===== src/rtl/logic_unit_seq_pkg.sv =====
// Shared definitions for the sequential logic unit: opcodes, FSM states and
// the opcode legality check. Optional macro: LOGIC_UNIT_XOR_EN (XOR/XNOR).
package logic_unit_pkg;

   localparam logic [2:0] OP_AND  = 3'b000;
   localparam logic [2:0] OP_OR   = 3'b001;
   localparam logic [2:0] OP_NOR  = 3'b010;
   localparam logic [2:0] OP_NOT  = 3'b011;
   localparam logic [2:0] OP_XOR  = 3'b100;
   localparam logic [2:0] OP_XNOR = 3'b101;

   typedef enum logic [1:0] {IDLE, RUN, DONE_S} state_t;

   // Opcodes 110/111 are always reserved; 100/101 only exist with the XOR build.
   function automatic logic op_legal(input logic [2:0] op);
`ifdef LOGIC_UNIT_XOR_EN
      return (op <= OP_XNOR);
`else
      return (op <= OP_NOT);
`endif
   endfunction

endpackage


===== src/rtl/logic_unit_seq_if.sv =====
// Request/response bundle of the sequential logic unit.
interface logic_unit_seq_if #(
   parameter int WIDTH = 32
);
   logic             START;
   logic [2:0]       OPCODE;
   logic [WIDTH-1:0] A;
   logic [WIDTH-1:0] B;
   logic             BUSY;
   logic             DONE;
   logic [WIDTH-1:0] Y;
   logic             Z;
   logic             ERR;

   modport master (output START, OPCODE, A, B, input BUSY, DONE, Y, Z, ERR);
   modport slave  (input START, OPCODE, A, B, output BUSY, DONE, Y, Z, ERR);
endinterface


===== src/rtl/logic_unit_seq_chunk.sv =====
// One CHUNK-bit slice of the bitwise datapath plus its zero flag.
// Optional macro: LOGIC_UNIT_XOR_EN adds XOR/XNOR decode.
module logic_chunk
   import logic_unit_pkg::*;
#(
   parameter int CHUNK = 8
) (
   input  logic [CHUNK-1:0] a_i,
   input  logic [CHUNK-1:0] b_i,
   input  logic [2:0]       op_i,
   output logic [CHUNK-1:0] res_o,
   output logic             slice_zero_o
);

   // Opcode decode; anything not decoded (reserved or disabled) yields zero.
   always_comb begin
      res_o = '0;
      case (op_i)
         OP_AND:  res_o = a_i & b_i;
         OP_OR:   res_o = a_i | b_i;
         OP_NOR:  res_o = ~(a_i | b_i);
         OP_NOT:  res_o = ~a_i;
`ifdef LOGIC_UNIT_XOR_EN
         OP_XOR:  res_o = a_i ^ b_i;
         OP_XNOR: res_o = ~(a_i ^ b_i);
`endif
         default: res_o = '0;
      endcase
   end

   assign slice_zero_o = (res_o == '0);

endmodule


===== src/rtl/logic_unit_seq.sv =====
// Multi-cycle bitwise logic unit: one CHUNK slice per clock, LSB slice first,
// START/BUSY/DONE handshake, zero-detect accumulated across slices.
// Optional macro: LOGIC_UNIT_XOR_EN enables opcodes 100 (XOR) and 101 (XNOR).
module logic_unit_seq
   import logic_unit_pkg::*;
#(
   parameter int WIDTH = 32,
   parameter int CHUNK = 8
) (
   input  logic             CLK,
   input  logic             RST,
   logic_unit_seq_if.slave  bus
);

   localparam int NCHUNK = WIDTH / CHUNK;
   localparam int CW     = (NCHUNK > 1) ? $clog2(NCHUNK) : 1;
   localparam logic [CW-1:0] LAST = CW'(NCHUNK - 1);

   state_t                        state_q;
   logic [CW-1:0]                 cnt_q;
   logic [NCHUNK-1:0][CHUNK-1:0]  a_q, b_q, y_q;
   logic [2:0]                    op_q;
   logic                          zacc_q, z_q, err_q, busy_q, done_q;

   logic [CHUNK-1:0]              slice_res;
   logic                          slice_zero;
   logic                          accept;

   // Single slice datapath, time-multiplexed by the slice counter.
   logic_chunk #(.CHUNK(CHUNK)) u_chunk (
      .a_i          (a_q[cnt_q]),
      .b_i          (b_q[cnt_q]),
      .op_i         (op_q),
      .res_o        (slice_res),
      .slice_zero_o (slice_zero)
   );

   // A new request is taken whenever the unit is not running.
   assign accept = bus.START && (state_q != RUN);

   // Control FSM and all registered outputs.
   always_ff @(posedge CLK or negedge RST) begin
      if (!RST) begin
         state_q <= IDLE;
         cnt_q   <= '0;
         a_q     <= '0;
         b_q     <= '0;
         y_q     <= '0;
         op_q    <= OP_AND;
         zacc_q  <= 1'b1;
         z_q     <= 1'b1;
         err_q   <= 1'b0;
         busy_q  <= 1'b0;
         done_q  <= 1'b0;
      end else begin
         done_q <= 1'b0;
         if (state_q == RUN) begin
            y_q[cnt_q] <= slice_res;
            zacc_q     <= zacc_q & slice_zero;
            if (cnt_q == LAST) begin
               state_q <= DONE_S;
               busy_q  <= 1'b0;
               done_q  <= 1'b1;
               z_q     <= zacc_q & slice_zero;
            end else begin
               cnt_q <= cnt_q + 1'b1;
            end
         end else if (accept) begin
            state_q <= RUN;
            a_q     <= bus.A;
            b_q     <= bus.B;
            op_q    <= bus.OPCODE;
            cnt_q   <= '0;
            zacc_q  <= 1'b1;
            err_q   <= ~op_legal(bus.OPCODE);
            busy_q  <= 1'b1;
         end else begin
            state_q <= IDLE;
         end
      end
   end

   assign bus.BUSY = busy_q;
   assign bus.DONE = done_q;
   assign bus.Y    = y_q;
   assign bus.Z    = z_q;
   assign bus.ERR  = err_q;

endmodule


===== src/flat_wrapper.sv =====
// flat-port wrapper written by rule: the top's interface ports become plain ports
module logic_unit_seq_flat import logic_unit_pkg::*;
#(
   parameter int WIDTH = 32,
   parameter int CHUNK = 8
)
  (CLK, RST, bus_START, bus_OPCODE, bus_A, bus_B, bus_BUSY, bus_DONE, bus_Y, bus_Z, bus_ERR);
  logic_unit_seq_if #(.WIDTH(WIDTH)) bus_i ();
  input  logic CLK;
  input  logic RST;
  input wire logic [$bits(bus_i.START)-1:0] bus_START;
  input wire logic [$bits(bus_i.OPCODE)-1:0] bus_OPCODE;
  input wire logic [$bits(bus_i.A)-1:0] bus_A;
  input wire logic [$bits(bus_i.B)-1:0] bus_B;
  output wire logic [$bits(bus_i.BUSY)-1:0] bus_BUSY;
  output wire logic [$bits(bus_i.DONE)-1:0] bus_DONE;
  output wire logic [$bits(bus_i.Y)-1:0] bus_Y;
  output wire logic [$bits(bus_i.Z)-1:0] bus_Z;
  output wire logic [$bits(bus_i.ERR)-1:0] bus_ERR;
  assign bus_i.START = bus_START;
  assign bus_i.OPCODE = bus_OPCODE;
  assign bus_i.A = bus_A;
  assign bus_i.B = bus_B;
  assign bus_BUSY = bus_i.BUSY;
  assign bus_DONE = bus_i.DONE;
  assign bus_Y = bus_i.Y;
  assign bus_Z = bus_i.Z;
  assign bus_ERR = bus_i.ERR;
  logic_unit_seq #(.WIDTH(WIDTH), .CHUNK(CHUNK)) u_core (.CLK(CLK), .RST(RST), .bus(bus_i));
endmodule

===== config.mk =====
export PLATFORM = sky130hd
export DESIGN_NAME = logic_unit_seq_flat
export DESIGN_NICKNAME = d
export VERILOG_FILES = /design/src/rtl/logic_unit_seq_pkg.sv /design/src/rtl/logic_unit_seq_if.sv /design/src/rtl/logic_unit_seq_chunk.sv /design/src/rtl/logic_unit_seq.sv /design/src/flat_wrapper.sv
export SDC_FILE = /design/constraint.sdc
export NUM_CORES = 1
export LEC_CHECK = 0
export BUFFER_PORTS_ARGS = -buffer_cell sky130_fd_sc_hd__buf_2
export CAP_MARGIN = 20
export CORE_ASPECT_RATIO = 2
export CORE_MARGIN = 3
export CORE_UTILIZATION = 49
export CTS_CLUSTER_SIZE = 20
export DETAILED_ROUTE_END_ITERATION = 10
export GPL_TIMING_DRIVEN = 0
export PLACE_DENSITY = 0.84
export SLEW_MARGIN = 10
export SYNTH_ARGS = -nofsm -noshare
export SYNTH_HDL_FRONTEND = slang
export SYNTH_SLANG_ARGS = --single-unit

===== constraint.sdc =====
create_clock -name CLK -period 2 [get_ports CLK]
set_input_delay 0.4 -clock CLK [delete_from_list [all_inputs] [get_ports CLK]]
set_output_delay 0.4 -clock CLK [all_outputs]
set_load 0.02 [all_outputs]

==> impl_metrics.csv, run 1 <==
group,metric,value,unit
status,status,"finished with violations",
status,violations,"negative setup slack",
cts,numCtsBuffers,9,
placed_design,port-buffer-count,105,
finish,drive_gt1_share,34.1,%
sta,slew_viol_final,0,
drt,wl_per_cell,17.7,microns
sta,maxSlewHeadroom,59.0,%
finish,final_core_util,66.2,%
finish,final_common_cell,"nand2_1",
placed_design,preCtsSetupSlack,-0.408,ns
critical_path,reg2reg_to,"u_core.bus.Z",
pwr,peakVddDrop,0.879,mV
floorplan,die_h,144,microns
floorplan,die_area,10800,sq um
finish,fill_cells,695,
critical_path,reg2reg_from,"u_core.cnt_q[0]",
synth,ys_seq_area_share,58.1,%
sta,fmax,0.423,GHz
synth,ys.warnings.count,0,
critical_path,crit_fanout,5,
drt,drtPass1Iterations,4,
critical_path,reg2reg_slack,-0.37,ns
grt,grt_usage,24.7,%
finish,ff_latch_area,2710,sq um
finish,area_growth,29.9,%
sta,setup_violations,27,
critical_path,critical_path_class,"flip-flop to flip-flop",
pwr,p_per_area,1830,nW/um^2
synth,syn_area,4660,sq um
floorplan,rows,49,
cts,cts.reportedPaths.clkPinSlew,0.07,ns
drt,vias_per_cell,5.55,
placed_design,gp_congestion,0.854,
critical_path,crit_arrival,2.64,ns
pwr,p_leak,0.00315,uW
grt,grt_first_pass_wirelength,19500,microns
finish,final_cells,727,
finish,nets,693,
synth,synth_seq_cells,108,
critical_path,reg2reg_depth,10,
sta,fin_crit_sh,118,%
cts,clock_path_buffers,2,
finish,multi_input_area,1960,sq um
synth,syn-num-nets,558,
synth,yosysUniqueCellTypes,27,
sta,tightestPinTransition,0.613,ns
floorplan,ios,106,
floorplan,initial_core_util,51.0,%
finish,final_cell_mix,"243 x nand2_1, 106 x dfrtp_1, 105 x buf_2",
grt,grt_pass1_vias,4104,
cts,clock-sinks,108,
cts,hold_buffers,0,
grt,antenna_found_initial,1,
floorplan,fp.dieW,74.9,microns
critical_path,critPathRequiredTime,2.27,ns
placed_design,post-place-cells,692,
job,maxCapViolCount,0,
grt,grt_max_degree,71,
floorplan,core-area,9140,sq um
sta,hold_viol_final,0,
min_path,hp-class,"primary input to async pin",
sta,rsz0062_at_grt,"true",
critical_path,cp-end-kind,"flip-flop",
drt,drt_wl_total,12800,microns
drt,dr_total_vias,4037,
cts,htree_levels,3,
sta,finClkSkew,0.00576,ns
sta,min_period,2.37,ns
grt,grt-ovfl-total,0,
sta,layout_setup_ws,-0.365,ns
drt,drt_iter0_drc,211,
critical_path,startpoint_type,"flip-flop",
drt,final_antenna_net_count,0,
cts,ctsRootBufferMaster,"clkbuf_16",
synth,syn_inst,484,
cts,cts_tree,"yes",
drt,drc,0,
cts,worst_skew_pair.late_latency,0.35,ns
placed_design,hpwl,8720,microns
synth,avgSynthCellArea,9.62,sq um
==> how the worst max path moves through the flow <==
stage	start	depth (start not counted)	slack, ns	to
final	u_core.cnt_q[0]	10	-0.37	u_core.bus.Z
after global routing	u_core.cnt_q[0]	10	-0.39	u_core.bus.Y[4]
after CTS	u_core.cnt_q[0]	9	-0.23	u_core.zacc_q
after detailed placement	u_core.cnt_q[1]	8	-0.41	u_core.zacc_q
after global placement	RST	1	-0.51	u_core.a_q[16]
after floorplan	u_core.cnt_q[0]	8	0.008	u_core.zacc_q
==> metrics by stage <==
step                      setup TNS (ns)  cell area (sq um)  power (uW)  hold slack (ns)
final                              -5.56               6050       11100           0.0137
after global routing               -6.59               6050       11700           0.0499
after CTS                          -2.62               5880       10400           0.0312
after detailed placement           -3.71               5340        7720            0.407
after global placement            -55.34               5310        7480            0.451
after floorplan                        0               4660        6380            0.104
==> synth_stat cells <==
cell      number  area, sq um
nand2_1      243          912
o21a_1         5         37.5
a211o_1        5         43.8
nor2_1         9         33.8
mux4_1         7          184
nand2b_1       2         12.5
nand4b_1       1         8.76
clkinv_1       1         3.75
and4_1         1         8.76
dfstp_2        2         52.6
buf_12         1         20.0
buf_2          3         15.0
ha_1           4         50.1
mux4_2         9          203
a211oi_1       2         15.0
buf_6          1         11.3
o21a_2         1         8.76
a211o_2        1         10.0
clkbuf_1      19         71.3
buf_1          1         3.75
o21ai_0       44          220
nor2b_1        1         6.26
o21ai_1        1         5.00
and2_1         1         6.26
dfrtp_1      106         2650
a21oi_1        9         45.0
inv_1          4         15.0
==> metal layers <==
metal | global-route usage (%) | share of wire [%] | up-vias
met2 | 42.5 | 55 | 170
met4 | 19.5 | 6.9 | 0
met1 | 25.4 | 33 | 1951
met5 | 0 | 0 | -
li1 | - | - | 1849
met3 | 3.85 | 4.8 | 67
==> kinds of logic (layout without fill, tap and decap cells) <==
kind of cell / Yosys count / count (layout) / synth area share, %
AND/OR/NAND/NOR: 258 / 258 / 21.2
flip-flops: 108 / 108 / 58.1
AO/OA/AOI/OAI: 68 / 68 / 8.28
buffers and inverters: 30 / 170 / 3.01
multiplexers: 16 / 16 / 8.30
adder cells (fa/ha/maj): 4 / 4 / 1.08
other: 0 / 1 / 0
==> area by class of cell <==
| class | count | area share, % |
|---|---|---|
| flip-flops and latches | 108 | 44.7 |
| clock inverters | 5 | 0.973 |
| clock buffers | 11 | 4.18 |
| inverters | 5 | 0.310 |
| multi-input cells | 346 | 32.4 |
| repair buffers | 126 | 13.1 |
| diodes | 1 | 0.0414 |
| well taps | 102 | 2.11 |
| plain buffers | 23 | 2.13 |
==> critical path, stage by stage, from the launching register on <==
cell	delay, ns
dfrtp_1	0.41
buf_8	0.15
buf_12	0.11
buf_12	0.11
buf_6	0.09
mux4_2	0.57
o21ai_1	0.17
nor2_1	0.07
nor2_2	0.17
nand4b_1	0.23
o21ai_1	0.19
==> report_power, final <==
group	switching, uW	internal, uW	total, uW
Sequential	516	3130	3650
Clock	785	1040	1830
Combinational	3290	2320	5610
Total	4590	6490	11100
==> registers in the layout (all words and copies together) (netlist names) <==
name and cells:
u_core.cnt_q 2, u_core.bus.DONE 1, u_core.op_q 3, u_core.a_q 32
u_core.bus.Z 1, u_core.bus.Y 32, u_core.zacc_q 1, u_core.bus.BUSY 1
u_core.bus.ERR 1, u_core.b_q 32, u_core.state_q 2
==> timing repair <==
action	4_1_cts	5_1_grt
setup buffers	14	5
pin swaps	23	14
setup endpoints to repair	31	59
cloned	1	0
gates resized for setup	55	52
Power figures use the tool's default switching activity.
==> run 2: changes to the inputs <==
--- a/config.mk
+++ b/config.mk
@@ -17,4 +17,5 @@
 export SLEW_MARGIN = 10
 export SYNTH_ARGS = -nofsm -noshare
 export SYNTH_HDL_FRONTEND = slang
+export SYNTH_HIERARCHICAL = 1
 export SYNTH_SLANG_ARGS = --single-unit
==> run 2 against run 1 <==
The run still ends with negative setup slack left. Flip-flop and latch count unchanged. Sequential power up 4%. Global-route usage down 4.6 points. Utilization down 2.7 points. Worst setup slack better by 0.056 ns. Maximum frequency up 2.4%. Largest cell class unchanged. Final area up 3.1%.
==> impl_metrics.csv, run 2 <==
group,metric,value,unit
synth,synth_top_flop_cell,"dfrtp_1",
placed_design,gp_congestion,0.779,
critical_path,crit_start,"u_core/cnt_q[0]",
floorplan,initial_core_util,50.5,%
cts,ctsRootBufferMaster,"clkbuf_16",
grt,grt_usage,20.1,%
floorplan,die_area,11500,sq um
drt,vias_per_cell,5.33,
drt,drc,0,
critical_path,max_stage_delay,0.54,ns
synth,ys_seq_area_share,54.5,%
synth,synth_seq_cells,108,
grt,grt-ovfl-total,0,
pwr,p_comb_share,51.8,%
drt,wl_per_cell,18.6,microns
drt,final_antenna_net_count,0,
grt,grt_max_degree,62,
synth,syn_inst,321,
finish,ff_latch_area,2710,sq um
critical_path,reg2reg_slack,-0.31,ns
cts,hold_buffers,0,
pwr,p_total,11500,uW
synth,synth_top_cell_area_share,53.4,%
placed_design,port-buffer-count,105,
critical_path,crit_slowest_cell,"mux4_2",
placed_design,hpwl,8300,microns
critical_path,path_cells,"buf_12, buf_12, mux4_2, a21oi_2, o32a_1, a21oi_1, nor4_1, nand2_1, a21oi_2",
finish,area_growth,25.5,%
floorplan,die_h,148,microns
synth,yosysMostFrequentCell,"dfrtp_1",
status,status,"finished with violations",
pwr,switching_power,4010,uW
critical_path,cp-end-kind,"flip-flop",
synth,synth_commonest_cells,"106 x dfrtp_1, 76 x mux2_2, 20 x mux2_4",
min_path,hp-class,"primary input to async pin",
floorplan,rows,51,
critical_path,reg2reg_from,"u_core/cnt_q[0]",
sta,hold_slack,0.130,ns
cts,worst_skew_pair.late_latency,0.34,ns
finish,multi_input_area,2210,sq um
cts,htree_levels,3,
critical_path,critical_path_class,"flip-flop to flip-flop",
finish,final_core_util,63.5,%
cts,cts_tree,"yes",
synth,synth-async-reset-ratio,100,%
pwr,peakVddDrop,0.972,mV
grt,grt_pass1_vias,3509,
sta,setup_violations,34,
critical_path,crit_fanout,8,
floorplan,ios,106,
pwr,p_leak,0.00304,uW
synth,syn_area,4970,sq um
drt,dr_total_vias,3138,
critical_path,critPathRequiredTime,2.28,ns
critical_path,cpLargestDelayFamily,"compound AO/OA/AOI/OAI gates",
status,violations,"negative setup slack",
synth,syn-num-nets,395,
pwr,pwr-share-seq,32.9,%
sta,hold_viol_final,0,
cts,numCtsBuffers,9,
pwr,p_per_area,1840,nW/um^2
critical_path,reg2reg_to,"u_core/zacc_q",
critical_path,reg2reg_depth,9,
sta,fin_crit_sh,115,%
sta,layout_setup_ws,-0.309,ns
synth,synth_top_area_cell,"dfrtp_1",
critical_path,crit_arrival,2.59,ns
finish,fill_cells,768,
synth,ys.warnings.count,6,
job,maxCapViolCount,0,
finish,final_cell_mix,"109 x buf_2, 105 x dfrtp_1, 70 x mux2_2",
sta,min_period,2.31,ns
pwr,pwr-share-clk,15.2,%
synth,yosysUniqueCellTypes,31,
finish,nets,525,
critical_path,cp_num_buf_inv,2,
synth,yosys-top-cells-area,"dfrtp_1 53%, mux2_2 17%, mux2_4 6.0%, mux4_2 4.5%, mux4_1 3.2%",
drt,drt_wl_total,10900,microns
cts,clock-sinks,108,
placed_design,preCtsSetupSlack,-0.381,ns
grt,grt_first_pass_wirelength,17500,microns
finish,drive_gt1_share,65.6,%
synth,avgSynthCellArea,15.5,sq um
grt,antenna_found_initial,1,
cts,clock_path_buffers,2,
pwr,p_sw_share,34.9,%
sta,finClkSkew,0.00862,ns
synth,synth-edff-count,0,
drt,drtPass1Iterations,4,
sta,maxSlewHeadroom,47.0,%
drt,drt_iter0_drc,80,
pwr,p_int,7460,uW
sta,tightestPinTransition,0.795,ns
cts,cts.reportedPaths.clkPinSlew,0.07,ns
sta,rsz0062_at_grt,"true",
sta,slew_viol_final,0,
floorplan,fp.dieW,77.2,microns
critical_path,startpoint_type,"flip-flop",
sta,fmax,0.433,GHz
floorplan,core-area,9830,sq um
finish,final_common_cell,"buf_2",
-- run 2: cell type report --
class                           count  share of cell area, %
Clock buffer                       12                   3.95
Clock inverter                      4                  0.783
Tap cell                          132                   2.65
Inverter                            6                  0.361
Timing Repair Buffer              119                   10.9
Antenna cell                        1                 0.0401
Sequential cell                   108                   43.4
Buffer                             16                   2.59
Multi-Input combinational cell    191                   35.4
-- run 2: how the worst max path moves through the flow --
stage                           endpoint  slack, ns  cells after the start
after detailed placement    u_core/bus.Z      -0.38                      9
after global routing       u_core/zacc_q      -0.42                      9
final                      u_core/zacc_q      -0.31                      9
after floorplan            u_core/zacc_q      -0.08                      9
after CTS                   u_core/bus.Z      -0.31                      9
after global placement    u_core/a_q[20]      -0.54                      1
-- run 2: power groups by stage --
stage               logic, uW  clock network [uW]  registers (uW)
floorplan                3690                   0            3910
global placement         4970                   0            3690
detailed placement       5160                   0            3800
CTS                      5440                1790            3770
global route             6370                1880            3910
finish                   5950                1750            3780
-- run 2: what timing repair did --
action	in CTS	in global routing
resized for setup	9	29
setup buffers	5	7
endpoints found under the setup margin	34	34
gates cloned	1	0
pin swaps	6	8
-- run 2: cells by family after synthesis --
family,Yosys count,share of synthesized area [%]
buffers and inverters,22,3.35
adder cells (fa/ha/maj),4,1.01
multiplexers,117,32.1
AND/OR/NAND/NOR,44,5.52
flip-flops,108,54.5
AO/OA/AOI/OAI,26,3.55
-- run 2: worst register-to-register path: stages (launching register included) --
cell     delay (ns)
dfrtp_2        0.42
buf_12         0.15
buf_12         0.13
mux4_2         0.55
a21oi_2        0.15
o32a_1         0.21
a21oi_1        0.08
nor4_1         0.26
nand2_1        0.15
a21oi_2        0.15
-- run 2: stage by stage --
stage	std cells	setup TNS [ns]	area, sq um
final	589	-5.46	6240
after global routing	589	-7.91	6240
after CTS	581	-7.54	6080
after detailed placement	559	-8.21	5690
after global placement	558	-63.14	5660
after floorplan	321	-0.319	4970
-- run 2: metal layers --
metal,vias to the layer above,share of wire [%],track usage [%]
li1,1430,-,-
met1,1598,34,20.0
met2,86,58,38.3
met3,24,4.4,4.55
met4,0,3.5,9.63
met5,-,0,0
==> run 3: changes to the inputs <==
--- a/config.mk
+++ b/config.mk
@@ -5,15 +5,16 @@
 export SDC_FILE = /design/constraint.sdc
 export NUM_CORES = 1
 export LEC_CHECK = 0
-export BUFFER_PORTS_ARGS = -buffer_cell sky130_fd_sc_hd__buf_2
 export CAP_MARGIN = 20
 export CORE_ASPECT_RATIO = 2
 export CORE_MARGIN = 3
-export CORE_UTILIZATION = 49
+export CORE_UTILIZATION = 57
 export CTS_CLUSTER_SIZE = 20
 export DETAILED_ROUTE_END_ITERATION = 10
+export DONT_BUFFER_PORTS = 1
 export GPL_TIMING_DRIVEN = 0
 export PLACE_DENSITY = 0.84
+export SKIP_CTS_REPAIR_TIMING = 1
 export SLEW_MARGIN = 10
 export SYNTH_ARGS = -nofsm -noshare
 export SYNTH_HDL_FRONTEND = slang
==> run 3 against run 2 <==
Die area fell by 13%. Power fell by 6.0%. Critical path type unchanged. Sequential power rose by 8.7%. Global-route usage rose by 0.85 points. Final cell count fell by 25%. Routed wire length fell by 10%. The flow finishes with violations (negative hold slack, negative setup slack). Final area fell by 11%. Utilization rose by 2.4 points. Largest cell class unchanged. Clock-buffer cell count fell by 1. Non-clock buffer count fell by 110. Worst hold slack got worse by 0.38 ns. Register-to-register slack barely moved.
==> impl_metrics.csv, run 3 (synthesis results as in run 2) <==
group,metric,value,unit
status,status,"finished with violations",
status,violations,"negative hold slack, negative setup slack",
placed_design,postPlaceCellArea,5090,sq um
finish,nets,415,
sta,min_period,2.31,ns
drt,drc,0,
pwr,p_leak,0.00253,uW
critical_path,max_stage_delay,0.56,ns
drt,drt_iter0_drc,108,
grt,grt-ovfl-total,0,
critical_path,crit_start,"u_core/cnt_q[0]",
sta,slew_viol_final,0,
pwr,p_per_area,1950,nW/um^2
sta,finClkSkew,0.00394,ns
critical_path,reg2reg_slack,-0.31,ns
finish,final_common_cell,"dfrtp_1",
finish,n_antenna_cell,0,
critical_path,reg2reg_depth,9,
sta,maxSlewHeadroom,73.1,%
sta,rsz0062_at_grt,"true",
pwr,p_int,7080,uW
floorplan,rows,47,
pwr,pwr-share-seq,38.1,%
critical_path,startpoint_type,"flip-flop",
pwr,switching_power,3690,uW
sta,tightestPinTransition,0.403,ns
floorplan,ios,106,
cts,clock-sinks,108,
drt,wl_per_cell,22.1,microns
sta,hold_viol_final,108,
cts,ctsRootBufferMaster,"clkbuf_16",
sta,fin_tns_setup,-6.04,ns
grt,grt_max_degree,109,
drt,final_antenna_net_count,0,
sta,layout_setup_ws,-0.313,ns
cts,numCtsBuffers,9,
critical_path,critical_path_class,"flip-flop to flip-flop",
drt,drtPass1Iterations,4,
cts,worst_skew_pair.late_latency,0.34,ns
placed_design,port-buffer-count,0,
grt,grt_first_pass_wirelength,15700,microns
placed_design,gp_congestion,0.807,
critical_path,endpoint,"u_core/bus.Z",
cts,htree_levels,3,
finish,drive_gt1_share,52.3,%
sta,fin_crit_sh,116,%
floorplan,die_h,138,microns
critical_path,cp-end-kind,"flip-flop",
cts,cts.reportedPaths.clkPinSlew,0.07,ns
critical_path,critPathRequiredTime,2.27,ns
sta,setup_violations,34,
finish,final_cell_mix,"106 x dfrtp_1, 74 x mux2_2, 23 x mux2_4",
critical_path,path_cells,"buf_12, buf_4, mux4_2, a21oi_2, o32a_1, a21oi_1, nor4_2, nand2_1, o21ai_1",
grt,grt_usage,20.9,%
floorplan,core-area,8410,sq um
grt,grt_pass1_vias,2987,
pwr,p_sw_share,34.3,%
floorplan,fp.dieW,72.0,microns
finish,stdcell_area,5530,sq um
finish,area_growth,11.4,%
sta,hold_slack,-0.248,ns
job,maxCapViolCount,0,
cts,clock_path_buffers,2,
pwr,peakVddDrop,1.08,mV
drt,drt_wl_total,9800,microns
critical_path,crit_arrival,2.59,ns
sta,fmax,0.432,GHz
drt,dr_total_vias,2712,
placed_design,hpwl,7300,microns
min_path,hp-class,"primary input to async pin",
critical_path,reg2reg_from,"u_core/cnt_q[0]",
floorplan,initial_core_util,59.1,%
drt,vias_per_cell,6.11,
critical_path,reg2reg_to,"u_core/bus.Z",
pwr,pwr-share-clk,17.3,%
cts,cts_tree,"yes",
grt,antenna_found_initial,0,
critical_path,crit_slowest_cell,"mux4_2",
pwr,p_comb_share,44.6,%
critical_path,crit_fanout,7,
floorplan,die_area,9940,sq um
## run 3: cell types whose count changed in the layout (fill, tap and decap cells not counted), moves of 2 or more
cell and change:
nor2_4 -4, nor2_1 +4, buf_4 -3, buf_2 -104
mux2_1 +3, mux2_2 +4, buf_16 -2, mux2_4 -7
## run 3: cell type report
class                           count  area (sq um)
Fill cell                         615          2880
Sequential cell                   108          2710
Multi-Input combinational cell    191          2140
Clock buffer                       11           243
Buffer                             16           161
Tap cell                           98           123
Clock inverter                      5          75.1
Timing Repair Buffer                9          67.6
Inverter                            6          22.5
## run 3: metal layers
layer | GRT usage, % | up-vias | part of all wire [%]
met3 | 4.94 | 13 | 5.8
met4 | 7.83 | 0 | 1.9
li1 | - | 1197 | -
met1 | 22.1 | 1417 | 34
met2 | 38.8 | 85 | 58
met5 | 0 | - | 0
## run 3: worst min-delay path by stage
stage / from / to / cells after the start
global placement: RST / u_core/bus.Y[14] / 0
CTS: RST / u_core/a_q[10] / 0
finish: RST / u_core/bus.Y[14] / 0
floorplan: RST / u_core/a_q[0] / 0
global route: RST / u_core/bus.Y[14] / 0
detailed placement: RST / u_core/bus.Y[14] / 0
## run 3: worst max-delay path, delay by kind of cell (launching register included)
kind / cells / cell delay, ns
compound gates: 4 / 0.58
flops: 1 / 0.42
simple gates: 2 / 0.40
mux: 1 / 0.56
buf+inv: 2 / 0.28
## run 3: stage by stage
stage	hold WS, ns	total power [uW]	worst slack, ns	std cells	utilization, %
global route	-0.263	11400	-0.383	444	65.8
detailed placement	0.108	8580	-0.382	419	60.6
floorplan	0.104	7600	-0.0756	321	-
CTS	-0.259	10500	-0.450	435	64.4
finish	-0.248	10800	-0.313	444	65.8
global placement	0.108	8340	-0.360	419	60.6
## run 3: power by group through the flow
stage / combinational (uW) / sequential (uW) / clock [uW]
after floorplan: 3690 / 3910 / 0
after global placement: 4280 / 4060 / 0
after detailed placement: 4430 / 4140 / 0
after CTS: 4470 / 4100 / 1900
after global routing: 5200 / 4220 / 2000
final: 4810 / 4110 / 1860
